### src/rtl/rom_stream_pkg.sv
// Shared types and defaults for the ROM stream reader.
package rom_stream_pkg;

    localparam int ADDR_W_DEF = 10;
    localparam int DATA_W_DEF = 8;

    typedef enum logic [1:0] {
        IDLE  = 2'd0,
        FETCH = 2'd1,
        DRAIN = 2'd2
    } state_t;

endpackage

### src/rtl/rom_stream_buf.sv
// Small synchronous FIFO holding captured ROM bytes ahead of the stream port.
module rom_stream_buf
    import rom_stream_pkg::*;
#(
    parameter int DATA_W = DATA_W_DEF,
    parameter int DEPTH  = 2
) (
    input  logic                     clk,
    input  logic                     rst,
    input  logic                     push,
    input  logic [DATA_W-1:0]        data_in,
    input  logic                     pop,
    output logic [DATA_W-1:0]        data_out,
    output logic [$clog2(DEPTH):0]   count
);

    localparam int PW = $clog2(DEPTH);

    logic [DATA_W-1:0] mem_q [DEPTH];
    logic [PW-1:0]     wr_q;
    logic [PW-1:0]     rd_q;
    logic [PW:0]       cnt_q;

    always_ff @(posedge clk) begin
        if (push) begin
            mem_q[wr_q] <= data_in;
        end
    end

    always_ff @(posedge clk) begin
        if (!rst) begin
            wr_q  <= '0;
            rd_q  <= '0;
            cnt_q <= '0;
        end else begin
            if (push) begin
                wr_q <= wr_q + PW'(1);
            end
            if (pop) begin
                rd_q <= rd_q + PW'(1);
            end
            case ({push, pop})
                2'b10:   cnt_q <= cnt_q + (PW+1)'(1);
                2'b01:   cnt_q <= cnt_q - (PW+1)'(1);
                default: cnt_q <= cnt_q;
            endcase
        end
    end

    assign data_out = mem_q[rd_q];
    assign count    = cnt_q;

endmodule

### src/rtl/rom_stream_reader.sv
// Walks a ROM address window and streams the bytes out with valid/ready/last.
// Optional running XOR of streamed bytes: define ROM_STREAM_CHECKSUM_EN.
module rom_stream_reader
    import rom_stream_pkg::*;
#(
    parameter int ADDR_W    = ADDR_W_DEF,
    parameter int DATA_W    = DATA_W_DEF,
    parameter int BUF_DEPTH = 2
) (
    input  logic              clk,
    input  logic              rst,
    input  logic              start,
    input  logic [ADDR_W-1:0] base_addr,
    input  logic [ADDR_W:0]   length,
    output logic              busy,
    output logic              done,
    output logic [ADDR_W-1:0] rom_addr,
    input  logic [DATA_W-1:0] rom_data,
    output logic [DATA_W-1:0] out_data,
    output logic              out_valid,
    input  logic              out_ready,
    output logic              out_last
`ifdef ROM_STREAM_CHECKSUM_EN
    ,
    output logic [DATA_W-1:0] checksum
`endif
);

    localparam int          CW      = $clog2(BUF_DEPTH) + 1;
    localparam logic [CW:0] DEPTH_C = (CW+1)'(BUF_DEPTH);
    localparam logic [ADDR_W:0] CNT_ONE = (ADDR_W+1)'(1);

    state_t            state_q, state_d;
    logic [ADDR_W-1:0] addr_q, addr_d;
    logic [ADDR_W:0]   issue_cnt_q, issue_cnt_d;
    logic [ADDR_W:0]   out_cnt_q, out_cnt_d;
    logic              iss_q, iss_d;
    logic              done_q, done_d;

    logic [CW-1:0]     buf_cnt;
    logic [CW:0]       resv;
    logic              pop;
    logic              issue_ok;

    rom_stream_buf #(
        .DATA_W (DATA_W),
        .DEPTH  (BUF_DEPTH)
    ) u_buf (
        .clk      (clk),
        .rst      (rst),
        .push     (iss_q),
        .data_in  (rom_data),
        .pop      (pop),
        .data_out (out_data),
        .count    (buf_cnt)
    );

    assign out_valid = (buf_cnt != '0);
    assign pop       = out_valid && out_ready;
    assign out_last  = out_valid && (out_cnt_q == CNT_ONE);

    // Slots held after this edge; a same-cycle pop frees one for sustained rate.
    assign resv = {1'b0, buf_cnt}
                + {{CW{1'b0}}, iss_q}
                - {{CW{1'b0}}, pop};

    assign issue_ok = (state_q == FETCH)
                   && (issue_cnt_q != '0)
                   && (resv < DEPTH_C);

    always_comb begin
        state_d     = state_q;
        addr_d      = addr_q;
        issue_cnt_d = issue_cnt_q;
        out_cnt_d   = out_cnt_q;
        iss_d       = 1'b0;
        done_d      = 1'b0;
        unique case (state_q)
            IDLE: begin
                if (start) begin
                    if (length != '0) begin
                        state_d     = FETCH;
                        addr_d      = base_addr;
                        issue_cnt_d = length;
                        out_cnt_d   = length;
                    end else begin
                        done_d = 1'b1;
                    end
                end
            end
            FETCH: begin
                if (issue_ok) begin
                    iss_d       = 1'b1;
                    issue_cnt_d = issue_cnt_q - CNT_ONE;
                    if (issue_cnt_q == CNT_ONE) begin
                        state_d = DRAIN;
                    end else begin
                        addr_d = addr_q + ADDR_W'(1);
                    end
                end
            end
            DRAIN: begin
                state_d = DRAIN;
            end
            default: begin
                state_d = IDLE;
            end
        endcase
        if (pop) begin
            out_cnt_d = out_cnt_q - CNT_ONE;
            if (out_cnt_q == CNT_ONE) begin
                state_d = IDLE;
                done_d  = 1'b1;
            end
        end
    end

    always_ff @(posedge clk) begin
        if (!rst) begin
            state_q     <= IDLE;
            addr_q      <= '0;
            issue_cnt_q <= '0;
            out_cnt_q   <= '0;
            iss_q       <= 1'b0;
            done_q      <= 1'b0;
        end else begin
            state_q     <= state_d;
            addr_q      <= addr_d;
            issue_cnt_q <= issue_cnt_d;
            out_cnt_q   <= out_cnt_d;
            iss_q       <= iss_d;
            done_q      <= done_d;
        end
    end

    assign busy     = (state_q != IDLE);
    assign done     = done_q;
    assign rom_addr = addr_q;

`ifdef ROM_STREAM_CHECKSUM_EN
    logic [DATA_W-1:0] csum_q, csum_d;

    always_comb begin
        csum_d = csum_q;
        if ((state_q == IDLE) && start) begin
            csum_d = '0;
        end else if (pop) begin
            csum_d = csum_q ^ out_data;
        end
    end

    always_ff @(posedge clk) begin
        if (!rst) begin
            csum_q <= '0;
        end else begin
            csum_q <= csum_d;
        end
    end

    assign checksum = csum_q;
`endif

endmodule
### config.mk
export PLATFORM = sky130hd
export DESIGN_NAME = rom_stream_reader
export DESIGN_NICKNAME = d
export VERILOG_FILES = /design/src/rtl/rom_stream_pkg.sv /design/src/rtl/rom_stream_buf.sv /design/src/rtl/rom_stream_reader.sv
export SDC_FILE = /design/constraint.sdc
export NUM_CORES = 1
export LEC_CHECK = 0
export ABC_CLOCK_PERIOD_IN_PS = 2490
export CORE_MARGIN = 3
export CORE_UTILIZATION = 30
export CTS_BUF_LIST = sky130_fd_sc_hd__clkbuf_4
export CTS_CLUSTER_SIZE = 28
export DETAILED_ROUTE_END_ITERATION = 12
export PLACE_DENSITY = 0.58
export SLEW_MARGIN = 10
export SYNTH_ARGS = -nofsm -noshare
export SYNTH_HDL_FRONTEND = slang
export SYNTH_SLANG_ARGS = --single-unit
### constraint.sdc
create_clock -name clk -period 2.49 [get_ports clk]
set_input_delay 0.249 -clock clk [delete_from_list [all_inputs] [get_ports clk]]
set_output_delay 0.249 -clock clk [all_outputs]
set_load 0.02 [all_outputs]
Yosys cells after proc, flatten, opt, wreduce, memory -nomap -nowiden --
Memories as Yosys holds them, arrays and structs flattened. A register that Yosys moved wholly into a read port is not among the register bits. Index checks and enable logic that the tools add are counted.
Storage, ports and cells: memories 1, bits in writable memories 16, register bits after elaboration 40, bits in read-only memories 0, bits in latches 0
Memory list:
- u_buf.mem_q | words 2, width 8, rd ports 1, clocked after Yosys merged registers in 1, wr ports 1, RTL line rom_stream_buf.sv:19 | logic [DATA_W-1:0] mem_q [DEPTH];
Cells by class: divide/modulo/power cells 0, reduce and logical (&&, ||, !) cells 18, add/subtract/negate cells 9, equality and inequality tests 10, bitwise operators 0, multipliers 0, order comparisons 1, muxes and demuxes 29, shifts and indexed selects 0
Operators with widths (number):
- 11-bit two-way mux | 5
- 10-bit two-way mux | 4
- 11-bit by 1-bit == test with 1-bit output, second input constant | 2
- 11-bit one-hot mux with 2 select lines | 1
- 11-bit nonzero test | 2
- 11-bit by 1-bit subtractor with 11-bit output, second input constant | 2
- 10-bit one-hot mux with 2 select lines | 1
- 2-bit nonzero test | 7
- 2-bit two-way mux | 6
- 10-bit by 1-bit adder with 10-bit output, second input constant | 1
- 1-bit two-way mux | 10
- 2-bit inequality test, second input constant | 4
- 2-bit one-hot mux with 3 select lines | 1
- 5-bit AND reduction | 1
- 2-bit by 1-bit == test with 1-bit output, second input constant | 2
- 2-bit == test, second input constant | 2
- 1-bit logical AND | 4
- 2-bit one-hot mux with 2 select lines | 1
- 4-bit AND reduction | 1
- 2-bit by 1-bit adder with 3-bit output | 1
- 3-bit by 2-bit < comparator with 1-bit output, second input constant | 1
- 3-bit AND reduction | 1
- 3-bit by 1-bit subtractor with 3-bit output | 1
- 1-bit adder, second input constant | 2
- other kinds (4) | 4

Longest topological paths before layout --
depth after elaboration 9, mapped depth 11, depth with buffers taken out 10

Modules after synthesis --
Synthesis repeated with hierarchy kept, for this count alone.
Second synthesis, totals: cells, all modules 331, area, all modules 3002.9 µm²
Modules (own cells, without submodules):
- rom_stream_reader | area each 2223.4 µm², seq. area each 720.7 µm², cells an instance 286, times used 1
- rom_stream_buf | area each 779.5 µm², seq. area each 580.6 µm², cells an instance 45, times used 1

Worst setup path before layout --
No wires, ideal clock.
path type reg-to-reg, start register u_buf.cnt_q[1], in the netlist u_buf.count[1], end register addr_q[0], in the netlist rom_addr[0], library setup time 0.075 ns, clock period less this slack 2.314 ns, stages on the path, launching flop included 11, data required time 2.415 ns, path buffers 1, data arrival time 2.240 ns, path slack 0.176 ns, cell sequence dfxtp_1 > buf_2 > and3_1 > a21o_1 > nand2_1 > fa_1 > xnor2_1 > and3_1 > a21oi_4 > or3_1 > a31oi_1
Between the ends: cells in the longest elaborated chain, start to end 7
Ends and longest elaborated chain:
- start: declaration | RTL line rom_stream_buf.sv:22 | logic [PW:0] cnt_q;
- start signal: assignment | RTL line rom_stream_buf.sv:43 | 2'b10: cnt_q <= cnt_q + (PW+1)'(1);
- start signal: assignment | RTL line rom_stream_buf.sv:44 | 2'b01: cnt_q <= cnt_q - (PW+1)'(1);
- start signal: assignment | RTL line rom_stream_buf.sv:45 | default: cnt_q <= cnt_q;
- branches (longest 2 deep; another with 2-bit by 1-bit adder with 3-bit output)
- 3-bit by 1-bit subtractor with 3-bit output (*) | RTL line rom_stream_reader.sv:65 | - {{CW{1'b0}}, pop};
- 3-bit by 2-bit < comparator with 1-bit output (*) | RTL line rom_stream_reader.sv:69 | && (resv < DEPTH_C);
- 1-bit logical AND (*) | RTL line rom_stream_reader.sv:69
- 2-bit inequality test (no line) (*)
- 5-bit AND reduction (no line) (*)
- end signal: assignment | RTL line rom_stream_reader.sv:128 | addr_q <= addr_d;
- end: declaration | RTL line rom_stream_reader.sv:34 | logic [ADDR_W-1:0] addr_q, addr_d;
Mark *: on every way between the ends. A chain may end at the register's enable or synchronous reset.

Worst setup path after layout --
start register out_cnt_q[4], end output port out_last
Between the ends: cells in the longest elaborated chain, start to end 2
Ends and longest elaborated chain:
- start: declaration | RTL line rom_stream_reader.sv:36 | logic [ADDR_W:0] out_cnt_q, out_cnt_d;
- start signal: assignment | RTL line rom_stream_reader.sv:130 | out_cnt_q <= out_cnt_d;
- 11-bit by 1-bit == test with 1-bit output | RTL line rom_stream_reader.sv:60 | assign out_last = out_valid && (out_cnt_q == CNT_ONE);
- 1-bit logical AND | RTL line rom_stream_reader.sv:60
- end: declaration | RTL line rom_stream_reader.sv:22 | output logic out_last
No other way between the ends.

==> results.md <==
- The run finished with clean final reports.
- Pin placement for this block handled 55 I/O pins.
- At the worst endpoint, the arrival time is 2090 ps.
- After synthesis the cells add up to 3070 um2.
- The register bit total from synthesis is 57.
- The full die area is 11500 um2.
- The clock-pin slew reported for the worst setup and hold paths after clock tree synthesis is 110 ps.
- Counting cells, the worst reg-to-reg path comes to 11.
- The number of buffers between clock root and the deepest sink is 2.
- Setup repair after global routing left no endpoint under its margin.
- For the pin with the worst max-slew slack, the measured transition is 1210 ps.
- The clock insertion delay at the later pin of the skew report is 410 ps.
- The first-pass GRT wire length is 13.5 mm.
- The congestion estimate from routability-driven global placement came to 0.790.
- Counting every net in the synthesized netlist gives 377.
- The via-per-instance ratio is 5.11.
- For this design the static power due to leakage is 1.47 nW.
- Counting instances, the worst hold path has a depth of 1.
- The proportion of synthesized chip area in sequential cells is 42.3%.
- The half-perimeter wire length of the detailed placement result is 5.80 mm.
- The count of yosys warnings during synthesis is 0.
- The number of rows created at floorplan is 36.
- The count of hold-fix buffers inserted at cts is 0.
- Max-cap violations in this run came to 0.
- The maximum operating frequency is 428 MHz.
- In the final layout, the share of cells above drive strength 1 is 18.0%.
- The shortest period the worst path allows is 2340 ps.
- The setup path with the least slack is of type flop to primary output.
- The remaining antenna violation count after routing is 0.
- The top cell types in the final layout, fill and taps aside, are 53 x sky130_fd_sc_hd__clkdlybuf4s50_1, 41 x sky130_fd_sc_hd__dfxtp_1, 36 x sky130_fd_sc_hd__a21oi_1.
- The post-route worst setup slack is 154 ps.
- In this run the tool buffered the top-level ports with 54 buffer cells.
- The top cell type by area accounts for 26.7% of the synthesized area.
- The worst setup path is launched from a flop.
- The number of antenna diodes in the final layout is 0.
- The routed via count is 2806.
- The most area-hungry cell type in the Yosys netlist is sky130_fd_sc_hd__dfxtp_1.
- The finished layout holds 549 standard cells, fillers aside.
- The remaining routing DRC violations is 0.
- Along the worst path, the maximum fanout reaches 7.
- The detailed router finished its first iteration with 149 violations.
- The kind of end point of the critical path is a primary output.
- The number of distinct library cell variants in the gate-level netlist after synthesis is 62.
- Cells fill 40.8% of the core in the end.
- The initial utilization of the core area, before any placement, comes to 31.2%.
- The number of post-CTS setup repair buffers is 0.
- The required time at the worst-slack endpoint is 2240 ps.
- The headroom to the max-slew limit is 19.5%.
- A synthesized cell averages 9.12 um2.
- The clock tree from TritonCTS is done.
- The number of hold-slack violations in the final timing report is 0.
- In the finished design, the share of the clock period the worst path needs comes to 93.8%.
- The async set-or-reset flop fraction in the synthesized netlist is 0%.
- The area used by multi-input combinational logic is 1650 um2.
- The max-slew violation count is 0.
- In the final design database the tool counted 451 nets.
- In the synthesized netlist the dominant register cell turns out to be sky130_fd_sc_hd__dfxtp_1.
- The post-detailed-routing wire length is 8.13 mm.
- The number of global-route vias before repair is 2758.
- The floorplan step set the die width to 107 um.
- The first detailed-routing pass ran for 4 iterations.
- Compared with the post-synthesis result, the final layout area differs by 30.9%.
- In the post-synthesis netlist, the biggest area contributors are sky130_fd_sc_hd__dfxtp_1 27%, sky130_fd_sc_hd__edfxtp_1 16%, sky130_fd_sc_hd__a21oi_1 5.9%, sky130_fd_sc_hd__nand2_1 4.0%, sky130_fd_sc_hd__nor2_1 3.4%.
- Across the whole layout, storage elements account for 1300 um2.
- The instance count of the mapped netlist is 337.
- The core region is 9860 um2.
- Counting every sink on the clock net gives 57.
- Entering global routing, the biggest net connects 37 pins.
- The final setup violation count is 0.
- The number of antenna violations at the first check in global routing is 0.
- The worst setup timing slack at the placement stage is -184 ps.
- The number of flops mapped to enable cells by yosys is 16.
- The power per cell area is 598 nW/um2.
- The most common library cell in the layout ignoring fill and taps is sky130_fd_sc_hd__clkdlybuf4s50_1.
- The post-detailed-route wirelength per cell is 14.8 um.
- The H-tree was split into 3 levels.
- The die is 107 um tall.
- The post-route clock skew is 13.7 ps.
- In this run the worst hold path is classified as input port to flop.
- Summed over all layers, the global routing overflow is 0.
- With fillers left out, the area of the finished cells amounts to 4020 um2.
- The tree is rooted in a sky130_fd_sc_hd__clkbuf_4.
- Buffers inserted during clock tree synthesis total 9.
- The count of placed standard cells including taps is 533.
- The count of fill cells added during filler insertion is 985.
- Summing all placed instances gives a cell area of 3900 um2.
- The global-route usage over all layers is 14.6%.
- The worst-case IR drop observed on VDD is 0.000275 V.
- Overall power consumption after layout is estimated at 2.41 mW.
[cells by family after synthesis]
family | share of synthesized area (%)
XOR/XNOR | 1.43
AO/OA/AOI/OAI | 22.4
adder cells (fa/ha/maj) | 3.09
flip-flops | 42.3
buffers and inverters | 4.07
multiplexers | 3.58
AND/OR/NAND/NOR | 23.0
[final cells by class]
cell class	instances	share of cell area, %
clock inverter	7	1.18
multi-input combinational	252	41.1
timing repair buffer	80	18.6
sequential	57	32.3
inverter	11	1.03
clock buffer	9	1.68
tap	133	4.14
[flip-flops by register name, summed over array words and instances, names as in the netlist, named ones only]
signal / cells
out_cnt_q: 11
u_buf.mem_q: 16
u_buf.count: 2
u_buf.rd_q: 1
state_q: 2
issue_cnt_q: 11
iss_q: 1
done: 1
u_buf.wr_q: 1
rom_addr: 10
[Yosys cell counts (2+ instances only)]
library cell / n
sky130_fd_sc_hd__nand2_1: 33
sky130_fd_sc_hd__xor2_1: 2
sky130_fd_sc_hd__o31ai_1: 6
sky130_fd_sc_hd__nor4_1: 4
sky130_fd_sc_hd__a311oi_2: 2
sky130_fd_sc_hd__or4_1: 2
sky130_fd_sc_hd__a21oi_4: 2
sky130_fd_sc_hd__a21oi_1: 36
sky130_fd_sc_hd__nor4_2: 4
sky130_fd_sc_hd__nor3_2: 3
sky130_fd_sc_hd__and3_1: 7
sky130_fd_sc_hd__nor2_1: 28
sky130_fd_sc_hd__nor2b_1: 3
sky130_fd_sc_hd__nand4_1: 3
sky130_fd_sc_hd__o21ai_0: 12
sky130_fd_sc_hd__clkbuf_1: 12
sky130_fd_sc_hd__a21o_1: 3
sky130_fd_sc_hd__a2111oi_2: 2
sky130_fd_sc_hd__nor3b_1: 2
sky130_fd_sc_hd__dfxtp_1: 41
sky130_fd_sc_hd__buf_6: 2
sky130_fd_sc_hd__edfxtp_1: 16
sky130_fd_sc_hd__nor3_1: 9
sky130_fd_sc_hd__ha_1: 6
sky130_fd_sc_hd__xnor2_1: 3
sky130_fd_sc_hd__inv_1: 11
sky130_fd_sc_hd__a2bb2oi_1: 3
sky130_fd_sc_hd__nand2b_1: 4
sky130_fd_sc_hd__mux2i_1: 2
sky130_fd_sc_hd__nand3_1: 17
sky130_fd_sc_hd__a22oi_1: 2
sky130_fd_sc_hd__mux2_2: 8
sky130_fd_sc_hd__or2_2: 6
sky130_fd_sc_hd__a211oi_1: 4
sky130_fd_sc_hd__or3_1: 2
sky130_fd_sc_hd__o21ai_1: 4
sky130_fd_sc_hd__o32ai_1: 6
[repair_timing]
item | CTS | global route
resized for setup | 2 | 1
endpoints found under the hold margin | 0 | 0
setup endpoints to repair | 1 | 1
[worst paths after layout]
check	from	to	slack (ps)
worst max-delay path	out_cnt_q[4]$_SDFFE_PN0P_	out_last	150
worst min-delay path	rom_data[5]	u_buf.mem_q[0][5]$_DFFE_PP_	420
worst max register to register	u_buf.count[0]$_SDFFE_PN0P_	rom_addr[0]$_SDFFE_PN0P_	220
worst min register to register	issue_cnt_q[5]$_SDFFE_PN0P_	issue_cnt_q[5]$_SDFFE_PN0P_	480
[critical path, stage by stage (launching register included)]
cell and delay [ps]:
sky130_fd_sc_hd__dfxtp_1 380, sky130_fd_sc_hd__or4_1 580, sky130_fd_sc_hd__nor3_2 200, sky130_fd_sc_hd__and3_1 190
sky130_fd_sc_hd__dlygate4sd2_1 340
[layer usage]
metal	routed length (um)	vias up	part of all wire [%]	GRT usage [%]
met5	0	-	0	0
met4	82	0	1.0	5.11
met3	491	8	6.0	4.21
met2	3850	74	47	23.8
met1	3710	1329	46	18.5
li1	-	1395	-	-
[power breakdown]
group          total (mW)  leakage, nW  internal (mW)  switching (mW)
logic               0.716        0.929          0.338           0.378
registers            1.11        0.482           1.03          0.0799
clock network       0.581       0.0617          0.202           0.379
total                2.41         1.47           1.57           0.837
[through the flow]
step                hold WS, ps  TNS (ps)
finish                      425         0
detailed placement          472     -3010
CTS                         394         0
global route                393         0
floorplan                   348         0
global placement            455     -1750
No activity file was read; power rests on OpenSTA's default activity.
